[src/rtl/uart_rx.sv]
// 8N1 asynchronous serial receiver with a 1-entry ready/valid holding register.
// Define UART_RX_PARITY_EN to receive 8E1 frames and drive parity_err.
module uart_rx #(
  parameter int unsigned CLKS_PER_BIT = 868,
  parameter int unsigned SYNC_STAGES  = 2
) (
  input  logic       clk,
  input  logic       rst_n,
  input  logic       rx,
  output logic [7:0] rx_data,
  output logic       rx_valid,
  input  logic       rx_ready,
  output logic       rx_busy,
  output logic       frame_err,
  output logic       overrun,
  output logic       parity_err
);

  localparam int unsigned CntW = $clog2(CLKS_PER_BIT);
  localparam logic [CntW-1:0] BitLast  = CntW'(CLKS_PER_BIT - 1);
  localparam logic [CntW-1:0] HalfLast = CntW'(CLKS_PER_BIT / 2 - 1);

  typedef enum logic [2:0] {
    StIdle,
    StStart,
    StData,
`ifdef UART_RX_PARITY_EN
    StParity,
`endif
    StStop,
    StBreak
  } state_e;

  state_e                 state_q;
  logic [CntW-1:0]        cnt_q;
  logic [2:0]             idx_q;
  logic [7:0]             shift_q;
  logic [SYNC_STAGES-1:0] sync_q;
  logic [7:0]             data_q;
  logic                   valid_q;
  logic                   ferr_q;
  logic                   ovr_q;
  logic                   rxs;

`ifdef UART_RX_PARITY_EN
  logic perr_q;
  logic pbad_q;
`endif

  assign rxs = sync_q[SYNC_STAGES-1];

  always_ff @(posedge clk) begin
    if (!rst_n) begin
      state_q <= StIdle;
      cnt_q   <= '0;
      idx_q   <= '0;
      shift_q <= '0;
      sync_q  <= '1;
      data_q  <= '0;
      valid_q <= 1'b0;
      ferr_q  <= 1'b0;
      ovr_q   <= 1'b0;
`ifdef UART_RX_PARITY_EN
      perr_q  <= 1'b0;
      pbad_q  <= 1'b0;
`endif
    end else begin
      sync_q <= {sync_q[SYNC_STAGES-2:0], rx};
      ferr_q <= 1'b0;
      ovr_q  <= 1'b0;
`ifdef UART_RX_PARITY_EN
      perr_q <= 1'b0;
`endif
      // Drain; a delivery in the same cycle overrides this below.
      if (valid_q && rx_ready) valid_q <= 1'b0;

      unique case (state_q)
        StIdle: begin
          if (!rxs) begin
            state_q <= StStart;
            cnt_q   <= '0;
          end
        end
        StStart: begin
          if (cnt_q == HalfLast) begin
            cnt_q   <= '0;
            idx_q   <= '0;
            state_q <= rxs ? StIdle : StData;
          end else begin
            cnt_q <= cnt_q + 1'b1;
          end
        end
        StData: begin
          if (cnt_q == BitLast) begin
            cnt_q   <= '0;
            shift_q <= {rxs, shift_q[7:1]};
            idx_q   <= idx_q + 3'd1;
            if (idx_q == 3'd7) begin
`ifdef UART_RX_PARITY_EN
              state_q <= StParity;
`else
              state_q <= StStop;
`endif
            end
          end else begin
            cnt_q <= cnt_q + 1'b1;
          end
        end
`ifdef UART_RX_PARITY_EN
        StParity: begin
          if (cnt_q == BitLast) begin
            cnt_q   <= '0;
            pbad_q  <= rxs ^ (^shift_q);
            state_q <= StStop;
          end else begin
            cnt_q <= cnt_q + 1'b1;
          end
        end
`endif
        StStop: begin
          if (cnt_q == BitLast) begin
            cnt_q <= '0;
            if (rxs) begin
              if (!valid_q || rx_ready) begin
                data_q  <= shift_q;
                valid_q <= 1'b1;
              end else begin
                ovr_q <= 1'b1;
              end
`ifdef UART_RX_PARITY_EN
              perr_q <= pbad_q;
`endif
              // Leaving mid stop bit lets an immediately following start edge be seen.
              state_q <= StIdle;
            end else begin
              ferr_q  <= 1'b1;
              state_q <= StBreak;
            end
          end else begin
            cnt_q <= cnt_q + 1'b1;
          end
        end
        StBreak: begin
          if (rxs) state_q <= StIdle;
        end
        default: state_q <= StIdle;
      endcase
    end
  end

  assign rx_data   = data_q;
  assign rx_valid  = valid_q;
  assign rx_busy   = (state_q != StIdle);
  assign frame_err = ferr_q;
  assign overrun   = ovr_q;
`ifdef UART_RX_PARITY_EN
  assign parity_err = perr_q;
`else
  assign parity_err = 1'b0;
`endif

endmodule

[config.mk]
export PLATFORM = sky130hd
export DESIGN_NAME = uart_rx
export DESIGN_NICKNAME = d
export VERILOG_FILES = /design/src/rtl/uart_rx.sv
export SDC_FILE = /design/constraint.sdc
export NUM_CORES = 1
export LEC_CHECK = 0
export BUFFER_PORTS_ARGS = -buffer_cell sky130_fd_sc_hd__buf_2
export CAP_MARGIN = 20
export CORE_ASPECT_RATIO = 1.4
export CORE_MARGIN = 4
export CORE_UTILIZATION = 65
export CTS_BUF_LIST = sky130_fd_sc_hd__clkbuf_4
export CTS_CLUSTER_DIAMETER = 30
export DETAILED_ROUTE_END_ITERATION = 8
export PLACE_DENSITY = 0.86
export SLEW_MARGIN = 20
export SYNTH_ARGS = -nofsm -noshare
export SYNTH_HDL_FRONTEND = slang
export SYNTH_SLANG_ARGS = --single-unit
[constraint.sdc]
create_clock -name clk -period 5.63 [get_ports clk]
set_clock_uncertainty 0.15 [all_clocks]
set_input_delay 0.563 -clock clk [delete_from_list [all_inputs] [get_ports clk]]
set_output_delay 0.563 -clock clk [all_outputs]
set_load 0.02 [all_outputs]
==> results_dict.tcl, run 1 <==
set metrics [dict create \
    fin_crit_sh 0.4219 \
    root_buffer "clkbuf_4" \
    grt_pass1_vias 1663 \
    finalSetupTns_ps 0 \
    start_util 0.6957 \
    slowest_delay_ps 490 \
    rsz0062_at_grt "no" \
    clock_latency_ps 360 \
    port_buffers 15 \
    antenna_left 0 \
    required_ps 5760 \
    die_x_um 53.42 \
    period_needed_ps 2375 \
    io_pins 17 \
    rows 22 \
    wl_per_cell_um 16.23 \
    cp-end-kind "flip-flop" \
    vias_per_cell 6.477 \
    fmax_mhz 421.0 \
    synthCells 220 \
    post_cts_resize_count 0 \
    dieArea_um2 3823 \
    ys_seq_area_frac 0.3947 \
    synthesis.nets 228 \
    final_cell_count_no_fill 262 \
    ir_drop_uv 287.3 \
    post_cts_buffers 0 \
    final_layout_size_suffix_gt1_frac 0.1195 \
    coreArea_um2 2698 \
    slew_viol_final 0 \
    drt_iter0_markers 73 \
    crit_chain "ha_1 -> nand4bb_1 -> or4_1 -> a211oi_2 -> mux2i_1" \
    setup_viol 0 \
    grt_pass1_wl_mm 7.355 \
    slowest_stage "or4_1" \
    antenna_found_initial 0 \
    ys_async_sr_fraction 0 \
    worst_slew_pin_slew_ps 916.6 \
    area_growth_pct 6.200 \
    firstDrtPassIters 4 \
    grt_overflow 0 \
    cts-buffers-inserted 5 \
    place.gp.congestion 0.9900 \
    synth_edf_count 0 \
    worstPathArrival_ps 2500 \
    hpwl_mm 3.035 \
    avgSynthCellArea_um2 8.531 \
    relSlewSlack 0.3848 \
    r2r_setup_slack_ps 3250 \
    yosys.cell_types.count 45 \
    synthesis.area_um2 1877 \
    synth_flop_cell "dfxtp_1" \
    leakagePower_nw 0.6953 \
    ys_top_cells_by_area "dfxtp_1 (39%), mux2i_1 (5.9%), nand3_1 (5.6%)" \
    path_class "flip-flop to flip-flop" \
    powerDensity_nw_per_um2 234.6 \
    num_vias 1697 \
    timing.final.hold_violations 0 \
    outcome "finished, final reports clean" \
    num_antenna_cells 0 \
    wirelength_mm 4.253 \
    synth_warnings 0 \
    crit_fanout 6 \
    drc_errors 0 \
    cts_max_level 2 \
    dp.cells 254 \
    start_kind "flip-flop" \
    grt_util_all_layers 0.2578 \
    netlist.area_leader.share 0.3947 \
    cts_sinks 37 \
    yosys.area.top_type "dfxtp_1" \
    clk_transition_reported_paths_ps 120 \
    die_h_um 71.58 \
    cts_hold_buf 0 \
    clockBufferDepth 2 \
    max_cap_violations 0 \
    holdCritPathClass "input pin to flip-flop" \
    layout.nets 233 \
    grt_start_max_net_pins 31 \
    ys_seq_elements 37 \
    cts_tree "done" \
]
-- metrics by stage --
step | power (W) | utilization | area [µm²] | setup WS, ps | hold WS [ps]
2_1_floorplan | 0.0002849 | - | 1877 | 3639 | 236.3
3_3_place_gp | 0.0002879 | 0.7096 | 1914 | 3309 | 241.6
3_5_place_dp | 0.0002886 | 0.7096 | 1914 | 3152 | 250.1
4_1_cts | 0.0004692 | 0.7389 | 1993 | 3286 | 228.6
5_1_grt | 0.0004864 | 0.7389 | 1993 | 3064 | 233.4
6_report | 0.0004676 | 0.7389 | 1993 | 3255 | 238.1
-- worst max-delay path: cells and delay by family (launching register included) --
family	cells	cell delay, ps
DFF	1	420
adders and majority gates	1	300
AOI/OAI and AO/OA	1	430
muxes	1	250
and+or+nand+nor	2	750
-- layout make-up --
type,instances,area (µm²)
clock buffer,5,37.54
clock inverter,3,41.29
fill,216,704.4
inverter,4,15.01
multi-input combinational,162,1039
sequential,37,740.7
tap,36,45.04
timing repair buffer,15,75.07
-- cells in the final DEF, fill, tap and decap left out, types with 5 or more instances in the layout --
cell       n
a21oi_1   15
a31oi_1    5
buf_2     15
clkbuf_4   5
dfxtp_1   37
mux2i_1   11
nand2_1   15
nand2b_1   5
nand3_1   21
nor2_1    18
nor3_1     5
o211ai_1   6
o21ai_0    8
or4_1      5
-- kinds of logic after synthesis --
group           Yosys count  share of synthesized area
simple gates             92                     0.2793
compound gates           54                     0.1867
flops                    37                     0.3947
buf+inv                  21                    0.05199
mux                      11                    0.05867
fa+ha+maj                 4                    0.02667
other cells               1                   0.001998
-- layer usage --
layer	vias to the layer above	GRT usage	part of all wire
li1	827	-	-
met1	801	0.2967	0.40
met2	52	0.4161	0.52
met3	17	0.05405	0.040
met4	0	0.1705	0.038
met5	-	0	0
-- flip-flops by register name (all words and copies together) (netlist names) --
register,cells
shift_q,8
overrun,1
idx_q,3
sync_q,2
cnt_q,10
rx_valid,1
frame_err,1
state_q,3
rx_data,8
-- path summary, 6_finish.rpt --
| kind | to | from | cells past startpoint |
|---|---|---|---|
| min reg2reg | sync_q[1] | sync_q[0] | 1 |
| min | sync_q[0] | rx | 2 |
| max | idx_q[0] | cnt_q[0] | 5 |
| max reg2reg | idx_q[0] | cnt_q[0] | 5 |
-- cells in the mapped netlist (2+ instances only) --
cell and number:
a21oi_1 15, clkbuf_1 11, nand4_1 3, o21bai_1 2, a311oi_1 4, o21ai_0 8
nand3_1 21, buf_4 2, o211ai_1 6, or3b_1 2, nor3_1 5, and4b_1 2
buf_2 3, nand4bb_1 2, dfxtp_1 37, nand2b_1 5, nor2b_1 2, ha_1 4
nor2_1 18, inv_1 4, nor4_1 2, nand2_1 15, o21ai_1 3, a31oi_1 5
mux2i_1 11, or4_1 5, or3_1 3, o2111ai_1 3
-- report_power, final --
| group | total (W) | internal [W] | switching (W) |
|---|---|---|---|
| clock network | 0.000185 | 0.0000918 | 0.0000929 |
| registers | 0.000266 | 0.000263 | 0.00000235 |
| logic | 0.0000173 | 0.00000500 | 0.0000123 |
| total | 0.000468 | 0.000360 | 0.000108 |
Note: power is estimated with default switching activity, not from simulation.
==> inputs of run 2 (changes only) <==
CORE_UTILIZATION = 55   (was 65)
PLACE_DENSITY = 0.78   (was 0.86)
clock period = 1.98 ns   (was 5.63 ns; I/O delays follow)
==> run 2 against run 1 <==
Compared with the run above:
- core utilization decreased by 3.8 points
- register-to-register slack got worse by 3200 ps
- global-route usage down 4.5 points
- sequential power increased to 2.8 times the previous value
- sequential cell count did not move
- wire length rose by 5.7%
- critical path type unchanged
- critical endpoint is now idx_q[2]
- largest power group unchanged
==> results_dict.tcl, run 2 (same netlist as run 1, synthesis figures left out) <==
set metrics [dict create \
    outcome "finished, final reports clean" \
    rsz0062_at_grt "yes" \
    start_util 0.5841 \
    dieArea_um2 4424 \
    crit_fanout 4 \
    fin_util 0.7013 \
    grt_pass1_wl_mm 7.521 \
    grt_pass1_vias 1626 \
    num_vias 1771 \
    antenna_found_initial 0 \
    hpwl_mm 3.149 \
    clkPwrFrac 0.342 \
    coreArea_um2 3213 \
    final_cell_mix "dfxtp_1 (31), buf_4 (24), nand3_1 (21)" \
    met1Wirelength_mm 1.896 \
    layout.nets 259 \
    rows 24 \
    cts_sinks 37 \
    wirelength_mm 4.496 \
    antenna_left 0 \
    grt_util_all_layers 0.2126 \
    cp-end-kind "flip-flop" \
    drc_errors 0 \
    io_pins 17 \
    wl_met2_mm 2.346 \
    regMostFlops "cnt_q" \
    path_class "flip-flop to flip-flop" \
    internal_power_w 0.0009063 \
    clk_transition_reported_paths_ps 130 \
    powerDensity_nw_per_um2 550.1 \
    largest_register_ffs 10 \
    cts_tree "done" \
    fillCellCount 240 \
    max_cap_violations 0 \
    routed-wl-met3_um 193 \
    setup_viol 0 \
    clockBufferDepth 2 \
    place.gp.congestion 0.9155 \
    die_h_um 77.12 \
    clock_latency_ps 370 \
    p_sw_frac 0.2688 \
    switchingPower_w 0.0003332 \
    wl_per_cell_um 15.45 \
    seqPwrFrac 0.609 \
    port_buffers 15 \
    cts-buffers-inserted 5 \
    mostFrequentLayoutCell "dfxtp_1" \
    fmax_mhz 523.0 \
    fin_crit_sh 0.9656 \
    area_growth_pct 20.07 \
    slew_viol_final 0 \
    period_needed_ps 1912 \
    cts_max_level 2 \
    final_layout_size_suffix_gt1_frac 0.2579 \
    ir_drop_uv 572.5 \
    timing.final.hold_violations 0 \
    start_kind "flip-flop" \
    top_layer_used "met4" \
    worst_hold_slack_ps 60.86 \
    leakagePower_nw 0.8144 \
    worstPathArrival_ps 2050 \
    grt_start_max_net_pins 24 \
    num_antenna_cells 0 \
    firstDrtPassIters 4 \
    holdCritPathClass "input pin to flip-flop" \
    die_x_um 57.37 \
    root_buffer "clkbuf_4" \
    power_frac_comb 0.049 \
    vias_per_cell 6.086 \
    drt_iter0_markers 87 \
    required_ps 2120 \
    grt_overflow 0 \
]
run 2: cell count changes in the layout (fill, tap and decap cells not counted), sizes merged:
cell         before  now
bufinv            1    0
dlygate4sd3       0    1
clkinvlp          1    3
buf              15   40
clkinv            1    0
run 2: layout make-up:
cell class | instances | area [µm²] | share of cell area
multi-input combinational | 162 | 1091 | 0.4842
tap | 39 | 48.80 | 0.02165
inverter | 4 | 15.01 | 0.006663
sequential | 37 | 753.2 | 0.3343
clock inverter | 3 | 22.52 | 0.009994
clock buffer | 5 | 37.54 | 0.01666
timing repair buffer | 41 | 285.3 | 0.1266
run 2: through the flow:
step | total power, W | setup WS, ps | setup TNS [ps] | cells | area (µm²)
after floorplan | 0.0008101 | 1.704 | 0 | 220 | 1877
after global placement | 0.0008289 | 55.40 | 0 | 281 | 2111
after detailed placement | 0.0008293 | -39.16 | -39.79 | 281 | 2111
after CTS | 0.001240 | 6.735 | 0 | 290 | 2216
after global routing | 0.001288 | -13.86 | -30.44 | 291 | 2253
final | 0.001240 | 68.12 | 0 | 291 | 2253
run 2: path summary, 6_finish.rpt:
path | cells after the start | start | end | slack [ps]
setup / recovery | 5 | cnt_q[1] | idx_q[2] | 70
hold / removal | 3 | rst_n | sync_q[0] | 60
setup reg to reg | 5 | cnt_q[1] | idx_q[2] | 70
hold reg to reg | 1 | sync_q[0] | sync_q[1] | 290
run 2: power by group through the flow:
stage	sequential [W]	combinational [W]	clock, W
floorplan	0.000767	0.0000428	0
global placement	0.000772	0.0000570	0
detailed placement	0.000772	0.0000574	0
CTS	0.000756	0.0000598	0.000424
global route	0.000756	0.0000665	0.000466
finish	0.000754	0.0000611	0.000424
run 2: repair_timing:
action | 4_1_cts | 5_1_grt
resized for setup | 8 | 10
hold buffers | 1 | 0
setup endpoints to repair | 5 | 16
buffers inserted | 0 | 1
cloned | 0 | 0
endpoints found under the hold margin | 1 | 0
pin swaps | 1 | 5
run 2: critical path, stage by stage (launching register included):
cell	delay [ps]
dfxtp_4	400
ha_4	140
nand4bb_1	130
or4_4	450
a211oi_4	320
mux2i_1	250
run 2: per-layer routing:
metal	up-vias	track usage
li1	875	-
met1	845	0.2568
met2	44	0.3563
met3	7	0.04706
met4	0	0.08585
met5	-	0
==> inputs of run 3 (changes only) <==
CELL_PAD_IN_SITES_DETAIL_PLACEMENT = 1   (was unset)
CELL_PAD_IN_SITES_GLOBAL_PLACEMENT = 1   (was unset)
CORE_UTILIZATION = 42   (was 55)
PLACE_DENSITY = unset   (was 0.78)
PLACE_DENSITY_LB_ADDON = 0.1   (was unset)
==> run 3 against run 2 <==
Compared with the run above:
- via count up 3.4%
- register-to-register slack worse by 50 ps
- critical path depth up 1
- sequential cell count unchanged
- critical endpoint is now idx_q[1]
==> results_dict.tcl, run 3 (same netlist as run 1, synthesis figures left out) <==
set metrics [dict create \
    seq_area_um2 757.0 \
    grt_util_all_layers 0.2101 \
    dp.cells 300 \
    layout.nets 257 \
    fin_crit_sh 0.9884 \
    mostFrequentLayoutCell "dfxtp_1" \
    grt_start_max_net_pins 22 \
    wl_per_cell_um 17.94 \
    final_layout_size_suffix_gt1_frac 0.2680 \
    cts-buffers-inserted 5 \
    antenna_left 0 \
    fillCellCount 539 \
    num_vias 1831 \
    worst_slew_pin_slew_ps 545.9 \
    io_pins 17 \
    slowest_delay_ps 430 \
    clk_transition_reported_paths_ps 130 \
    ir_drop_uv 428.1 \
    setup_viol 0 \
    largest_register_ffs 10 \
    required_ps 2090 \
    dieArea_um2 5617 \
    root_buffer "clkbuf_4" \
    worstPathArrival_ps 2070 \
    coreArea_um2 4274 \
    area_growth_pct 22.73 \
    crit_chain "ha_4 -> nand4bb_4 -> or4_4 -> a211oi_2 -> buf_4 -> mux2i_1" \
    vias_per_cell 5.906 \
    relSlewSlack 0.6361 \
    place.gp.congestion 0.8435 \
    start_util 0.4391 \
    start_kind "flip-flop" \
    slowest_stage "or4_4" \
    finalSetupTns_ps 0 \
    die_h_um 87.10 \
    crit_buf_inv 1 \
    rows 28 \
    slew_viol_final 0 \
    grt_overflow 0 \
    holdCritPathClass "input pin to flip-flop" \
    grt_pass1_wl_mm 9.294 \
    leakagePower_nw 0.8242 \
    clock_latency_ps 340 \
    firstDrtPassIters 4 \
    worst_hold_slack_ps 118.3 \
    final_cell_mix "dfxtp_1 (28), buf_4 (22), nand3_1 (20)" \
    die_x_um 64.50 \
    wirelength_mm 5.561 \
    path_class "flip-flop to flip-flop" \
    rsz0062_at_grt "yes" \
    cts_sinks 37 \
    final_cell_count_no_fill 310 \
    num_antenna_cells 0 \
    outcome "finished, final reports clean" \
    hpwl_mm 4.112 \
    regMostFlops "cnt_q" \
    drc_errors 0 \
    max_cap_violations 0 \
    cts_max_level 2 \
    crit_fanout 3 \
    clockBufferDepth 2 \
    powerDensity_nw_per_um2 591.4 \
    drt_iter0_markers 91 \
    timing.final.hold_violations 0 \
    crit_family "simple AND/OR/NAND/NOR gates" \
    fmax_mhz 511.0 \
    port_buffers 15 \
    antenna_found_initial 0 \
    multi_input_area_um2 1107 \
    period_needed_ps 1957 \
    cts_tree "done" \
    grt_pass1_vias 2032 \
    cp-end-kind "flip-flop" \
]
run 3: routing by layer:
layer | global-route usage | wire [µm] | part of all wire
met1 | 0.2110 | 2127 | 0.38
met2 | 0.3957 | 3026 | 0.54
met3 | 0.04651 | 173 | 0.031
met4 | 0.1135 | 233 | 0.042
met5 | 0 | 0 | 0
run 3: repair_timing:
item,CTS,global route
resized for setup,12,10
cloned,0,0
setup buffers,1,0
hold buffers,1,0
pin swaps,1,0
hold endpoints to repair,1,0
endpoints found under the setup margin,20,11
run 3: worst register-to-register path, stage by stage (launching register included):
cell       delay, ps
dfxtp_4          400
ha_4             170
nand4bb_4        130
or4_4            430
a211oi_2         230
buf_4            160
mux2i_1          200
run 3: where the power goes:
part	total, W	internal, W	switching (W)	leakage, nW
Clock	0.000537	0.000262	0.000275	0.0389
Combinational	0.0000704	0.0000259	0.0000445	0.482
Sequential	0.000755	0.000747	0.00000784	0.304
Total	0.00136	0.00103	0.000328	0.824
run 3: area by class of cell:
cell class	count	area share
clock buffer	5	0.01630
multi-input combinational	162	0.4807
timing repair buffer	39	0.1173
sequential	37	0.3286
tap	60	0.03259
clock inverter	3	0.01793
inverter	4	0.006518
run 3: through the flow:
stage | power [W] | utilization | setup WS, ps | cell area (µm²)
4_1_cts | 0.001366 | 0.5299 | 0.1461 | 2265
5_1_grt | 0.001421 | 0.5389 | -23.17 | 2303
2_1_floorplan | 0.0008101 | - | 1.704 | 1877
3_3_place_gp | 0.0008329 | 0.4965 | 39.53 | 2122
3_5_place_dp | 0.0008359 | 0.4965 | -99.34 | 2122
6_report | 0.001362 | 0.5389 | 22.94 | 2303
run 3: worst paths after layout:
check | start | endpoint | slack, ps | cells after the start
worst max-delay path | cnt_q[0] | idx_q[1] | 20 | 6
worst min-delay path | rst_n | sync_q[1] | 120 | 3
worst max register to register | cnt_q[0] | idx_q[1] | 20 | 6
worst min register to register | sync_q[0] | sync_q[1] | 280 | 1
